--- src/rtl/bcd_pkg.sv ---
// Shared types and constants for the arbitrated binary-to-BCD converter.
package bcd_pkg;

    localparam int W_BIN = 8;
    localparam int W_BCD = 12;
    localparam int CNT_W = 4;
    localparam int IDX_W = 2;

    localparam logic [3:0] ADD3_THRESH = 4'd5;

    typedef enum logic {
        IDLE = 1'b0,
        CONV = 1'b1
    } state_t;

    // Double-dabble digit correction applied before each shift.
    function automatic logic [3:0] dd_adjust(input logic [3:0] nib);
        return (nib >= ADD3_THRESH) ? nib + 4'd3 : nib;
    endfunction

endpackage

--- src/rtl/bcd_dd_core.sv ---
// Shift-and-add-3 datapath: one double-dabble step per asserted step strobe.
module bcd_dd_core
    import bcd_pkg::*;
#(
    parameter int W = 8
)
(
    input  logic             clk,
    input  logic             load,
    input  logic             step,
    input  logic [W-1:0]     din,
    output logic [W_BCD-1:0] result
);

    localparam int SR_W = W_BCD + W;

    logic [SR_W-1:0] r_sr;
    logic [SR_W-1:0] w_adj;
    logic [SR_W-1:0] w_next;

    // Hundreds never reaches 5 for an 8-bit operand, so only ones and tens are corrected.
    always_comb begin
        w_adj          = r_sr;
        w_adj[W+3:W]   = dd_adjust(r_sr[W+3:W]);
        w_adj[W+7:W+4] = dd_adjust(r_sr[W+7:W+4]);
        w_next         = w_adj << 1;
    end

    always_ff @(posedge clk) begin
        if (load) begin
            r_sr <= {{W_BCD{1'b0}}, din};
        end else if (step) begin
            r_sr <= w_next;
        end
    end

    // Result reflects the step in flight, so the final step's value is capturable at the same edge.
    assign result = w_next[SR_W-1 -: W_BCD];

endmodule

--- src/rtl/bcd_conv_arbiter.sv ---
// Round-robin arbiter sharing one serial binary-to-BCD converter among N_REQ requesters.
module bcd_conv_arbiter
    import bcd_pkg::*;
#(
    parameter int N_REQ = 4,
    parameter int W_BIN = bcd_pkg::W_BIN
)
(
    input  logic                   clk,
    input  logic                   clr,
    input  logic [N_REQ-1:0]       req,
    input  logic [N_REQ*W_BIN-1:0] din,
    output logic [N_REQ-1:0]       gnt,
    output logic                   busy,
    output logic                   done,
    output logic [IDX_W-1:0]       done_id,
    output logic [W_BCD-1:0]       bcd
);

    localparam logic [CNT_W-1:0] LAST_STEP = CNT_W'(W_BIN - 1);
    localparam logic [IDX_W-1:0] PTR_RST   = IDX_W'(N_REQ - 1);

    state_t             r_state;
    state_t             w_state_nxt;
    logic [CNT_W-1:0]   r_cnt;
    logic [IDX_W-1:0]   r_last;
    logic [IDX_W-1:0]   w_sel;
    logic [IDX_W-1:0]   w_cand;
    logic [IDX_W:0]     w_sum;
    logic               w_any;
    logic               w_load;
    logic               w_step;
    logic               w_last_step;
    logic [W_BIN-1:0]   w_din_sel;
    logic [W_BCD-1:0]   w_res;

    // Scan farthest-first so the nearest requester after the pointer wins.
    always_comb begin
        w_sel  = r_last;
        w_any  = 1'b0;
        w_sum  = '0;
        w_cand = '0;
        for (int k = N_REQ; k >= 1; k--) begin
            w_sum = {1'b0, r_last} + (IDX_W+1)'(k);
            if (w_sum >= (IDX_W+1)'(N_REQ)) begin
                w_sum = w_sum - (IDX_W+1)'(N_REQ);
            end
            w_cand = w_sum[IDX_W-1:0];
            if (req[w_cand]) begin
                w_sel = w_cand;
                w_any = 1'b1;
            end
        end
    end

    always_comb begin
        w_din_sel = '0;
        for (int i = 0; i < N_REQ; i++) begin
            if (w_sel == IDX_W'(i)) begin
                w_din_sel = din[i*W_BIN +: W_BIN];
            end
        end
    end

    always_comb begin
        w_state_nxt = r_state;
        w_load      = 1'b0;
        w_step      = 1'b0;
        w_last_step = 1'b0;
        case (r_state)
            IDLE: begin
                if (w_any) begin
                    w_load      = 1'b1;
                    w_state_nxt = CONV;
                end
            end
            CONV: begin
                w_step = 1'b1;
                if (r_cnt == LAST_STEP) begin
                    w_last_step = 1'b1;
                    w_state_nxt = IDLE;
                end
            end
            default: w_state_nxt = IDLE;
        endcase
    end

    always_ff @(posedge clk) begin
        if (clr) begin
            r_state <= IDLE;
        end else begin
            r_state <= w_state_nxt;
        end
    end

    // The pointer doubles as the in-flight requester index, since it moves only on a grant.
    always_ff @(posedge clk) begin
        if (clr) begin
            r_cnt   <= '0;
            r_last  <= PTR_RST;
            gnt     <= '0;
            done    <= 1'b0;
            done_id <= '0;
            bcd     <= '0;
        end else begin
            gnt  <= '0;
            done <= 1'b0;
            if (w_load) begin
                r_cnt  <= '0;
                r_last <= w_sel;
                gnt    <= N_REQ'(1) << w_sel;
            end else if (w_step) begin
                r_cnt <= r_cnt + CNT_W'(1);
            end
            if (w_last_step) begin
                done    <= 1'b1;
                done_id <= r_last;
                bcd     <= w_res;
            end
        end
    end

    assign busy = (r_state == CONV);

    bcd_dd_core #(
        .W (W_BIN)
    ) u_core (
        .clk    (clk),
        .load   (w_load),
        .step   (w_step),
        .din    (w_din_sel),
        .result (w_res)
    );

endmodule

--- config.mk ---
export PLATFORM = sky130hd
export DESIGN_NAME = bcd_conv_arbiter
export DESIGN_NICKNAME = d
export VERILOG_FILES = /design/src/rtl/bcd_pkg.sv /design/src/rtl/bcd_dd_core.sv /design/src/rtl/bcd_conv_arbiter.sv
export SDC_FILE = /design/constraint.sdc
export NUM_CORES = 1
export LEC_CHECK = 0
export BUFFER_PORTS_ARGS = -buffer_cell sky130_fd_sc_hd__buf_2
export CAP_MARGIN = 20
export CORE_MARGIN = 2
export CORE_UTILIZATION = 45
export CTS_CLUSTER_DIAMETER = 60
export DETAILED_ROUTE_END_ITERATION = 10
export HOLD_SLACK_MARGIN = 0.15
export PLACE_DENSITY = 0.73
export REMOVE_ABC_BUFFERS = 1
export SETUP_SLACK_MARGIN = 0.2
export SKIP_CTS_REPAIR_TIMING = 1
export SYNTH_ARGS = -nofsm -noshare
export SYNTH_HDL_FRONTEND = slang
export SYNTH_HIERARCHICAL = 1
export SYNTH_SLANG_ARGS = --single-unit
--- constraint.sdc ---
create_clock -name clk -period 2.5 [get_ports clk]
set_input_delay 0.5 -clock clk [delete_from_list [all_inputs] [get_ports clk]]
set_output_delay 0.5 -clock clk [all_outputs]
set_load 0.05 [all_outputs]
==> flow_metrics.tcl <==
set metrics [dict create \
    cp-end-kind "flop" \
    synth_edf_count 8 \
    die_x_um 76.2 \
    vdd.ir_drop.worst_v 0.000263 \
    vias 1833 \
    final_area_sq_um 2770 \
    synth.cell_area_sq_um 2340 \
    synth.most_common_cell "dfxtp_1" \
    root_buffer "clkbuf_8" \
    clkPwrFrac_pct 30.2 \
    drive_above_1_share_pct 31.0 \
    ys_top_cells_by_count "dfxtp_1, mux2i_1, nor2_1" \
    power.density_nw_per_um2 619 \
    required_ns 2.54 \
    first_global_vias 1808 \
    antenna_found_initial 0 \
    seqPwrFrac_pct 48.8 \
    wirelength_um 4490 \
    ys_types 46 \
    seq_area_sq_um 981 \
    start_util_pct 46.2 \
    synth_top_cell_by_area "dfxtp_1" \
    yosys.area.top_type_share_pct 31.6 \
    num_io_pins 58 \
    p_switching_mw 0.460 \
    worstPathArrival_ns 2.03 \
    drt_iter0_markers 92 \
    grt_max_degree 31 \
    syn_area_per_cell_sq_um 10.3 \
    detail_route.wl_per_cell_um 12.7 \
    row_count 26 \
    drv_slew 0 \
    cts.clk_slew.worst_paths_ns 0.08 \
    hpwl_um 3270 \
    clk-insertion-delay-late_ns 0.29 \
    final_hold_viol_count 0 \
    synthCells 227 \
    combPwrFrac_pct 20.9 \
    worst_slew_pin_slew_ns 0.684 \
    cts_tree "yes" \
    cts_buffers 5 \
    ys_seq_area_share_pct 41.8 \
    maxCapViolCount 0 \
    finalCritPeriodShare_pct 79.6 \
    dieArea_sq_um 5800 \
    clk_path_buf_depth 2 \
    die_y_um 76.2 \
    crit_fanout 17 \
    ys_top_cells_by_area "dfxtp_1, mux2i_1, edfxtp_1, a22o_1, mux2_2" \
    portBuffers 57 \
    synth_top_flop_cell "dfxtp_1" \
    finalClockSkew_ns 0.00730 \
    cts.sinks 45 \
    synth-seq-cells 45 \
    dpl_cell_area_sq_um 2650 \
    fillers 482 \
    layout.nets 326 \
    ant_nets 0 \
    cp-start-kind "flop" \
    first_pass_iters 4 \
    multi_input_area_sq_um 1220 \
    synth_warnings 6 \
    grt-ovfl-total 0 \
    antenna_cells 0 \
    status "complete, no violations" \
    grt_pass1_wl_um 7930 \
    dpl_worst_slack_ns -0.0128 \
    p_int_mw 1.26 \
    hold_path_class "flop to flop" \
    remaining_drc_errors 0 \
    synth_async_sr_flop_share_pct 0 \
    htreeDepth 2 \
    place.gp.congestion 0.764 \
    syn_to_final_growth_pct 18.2 \
    finalWorstSetupSlack_ns 0.510 \
    rsz0062_at_grt "false" \
    slew_headroom_pct 54.2 \
    power.leakage_nw 1.26 \
    fmax_ghz 0.503 \
    switching_share_pct 26.8 \
    critPathKind "flop to flop" \
    coreArea_sq_um 5070 \
    setup_viol 0 \
    min_period_ns 1.99 \
    vias_per_cell 5.18 \
    grt_usage_pct 16.4 \
]
[registers in the layout (all words and copies together) (netlist names)]
register	cells
done	1
bcd	12
gnt	4
r_cnt	4
r_last	2
done_id	2
u_core/r_sr	19
busy	1
[cells in the final DEF, fill, tap and decap left out, types with 3 or more instances in the layout]
cell type / netlist / routed
nor2b_1: 6 / 6
a22o_1: 14 / 14
nor3b_1: 5 / 5
inv_1: 6 / 6
nor2_1: 18 / 18
nand2b_1: 7 / 7
nand3_1: 4 / 4
o21ai_1: 3 / 3
edfxtp_1: 8 / 8
a21oi_1: 4 / 4
mux2i_1: 30 / 30
ha_1: 5 / 5
clkbuf_8: 0 / 6
nand2_1: 16 / 16
dfxtp_1: 37 / 37
mux2_2: 7 / 7
buf_4: 7 / 9
buf_2: 3 / 57
[worst max-delay path, stage by stage (launching register included)]
cell and delay [ns]:
dfxtp_1 0.33, nand2b_1 0.12, o21ai_1 0.10, o21ai_4 0.56, mux2i_1 0.27, mux2i_1 0.10, mux2_2 0.26
[cell families after synthesis]
kind of cell,Yosys count,share of synthesized area [%]
XOR/XNOR,4,1.49
adder cells (fa/ha/maj),5,2.67
AND/OR/NAND/NOR,72,16.3
AO/OA/AOI/OAI,41,15.0
buffers and inverters,23,6.56
flip-flops,45,41.8
multiplexers,37,16.2
[layer usage]
layer  track usage, %  up-vias  routed length, um
met5                0        -                  0
li1                 -      936                  -
met2             30.4       28               2310
met4             4.73        0                 31
met3             3.79        4                164
met1             18.7      865               1980
[power groups by stage]
stage / logic, mW / registers, mW / clock network, mW
after detailed placement: 0.357 / 0.854 / 0
after CTS: 0.359 / 0.838 / 0.539
after global placement: 0.348 / 0.853 / 0
after floorplan: 0.239 / 0.865 / 0
after global routing: 0.398 / 0.847 / 0.569
final: 0.359 / 0.839 / 0.519
[per-stage QoR]
stage / hold WS, ns / cells / utilization, % / total power, mW / setup TNS, ns
finish: 0.473 / 354 / 54.6 / 1.72 / 0
global route: 0.492 / 354 / 54.6 / 1.81 / 0
CTS: 0.482 / 353 / 54.3 / 1.74 / 0
detailed placement: 0.460 / 345 / 52.1 / 1.21 / -0.0163
global placement: 0.450 / 345 / 52.1 / 1.20 / 0
floorplan: 0.442 / 210 / - / 1.10 / 0
[layout make-up]
class,instances,share of cell area (%)
clock buffers,8,4.02
repair buffers,66,12.7
multi-input cells,159,43.9
inverters,6,0.812
flip-flops and latches,45,35.4
well taps,70,3.16
[final timing paths]
check	end	slack [ns]	cells past startpoint	startpoint
worst min register to register	bcd[11]	0.47	1	bcd[11]
worst max register to register	u_core/r_sr[1]	0.51	6	r_last[0]
worst min-delay path	bcd[11]	0.47	1	bcd[11]
worst max-delay path	u_core/r_sr[1]	0.51	6	r_last[0]
(Power assumes the default switching activity.)
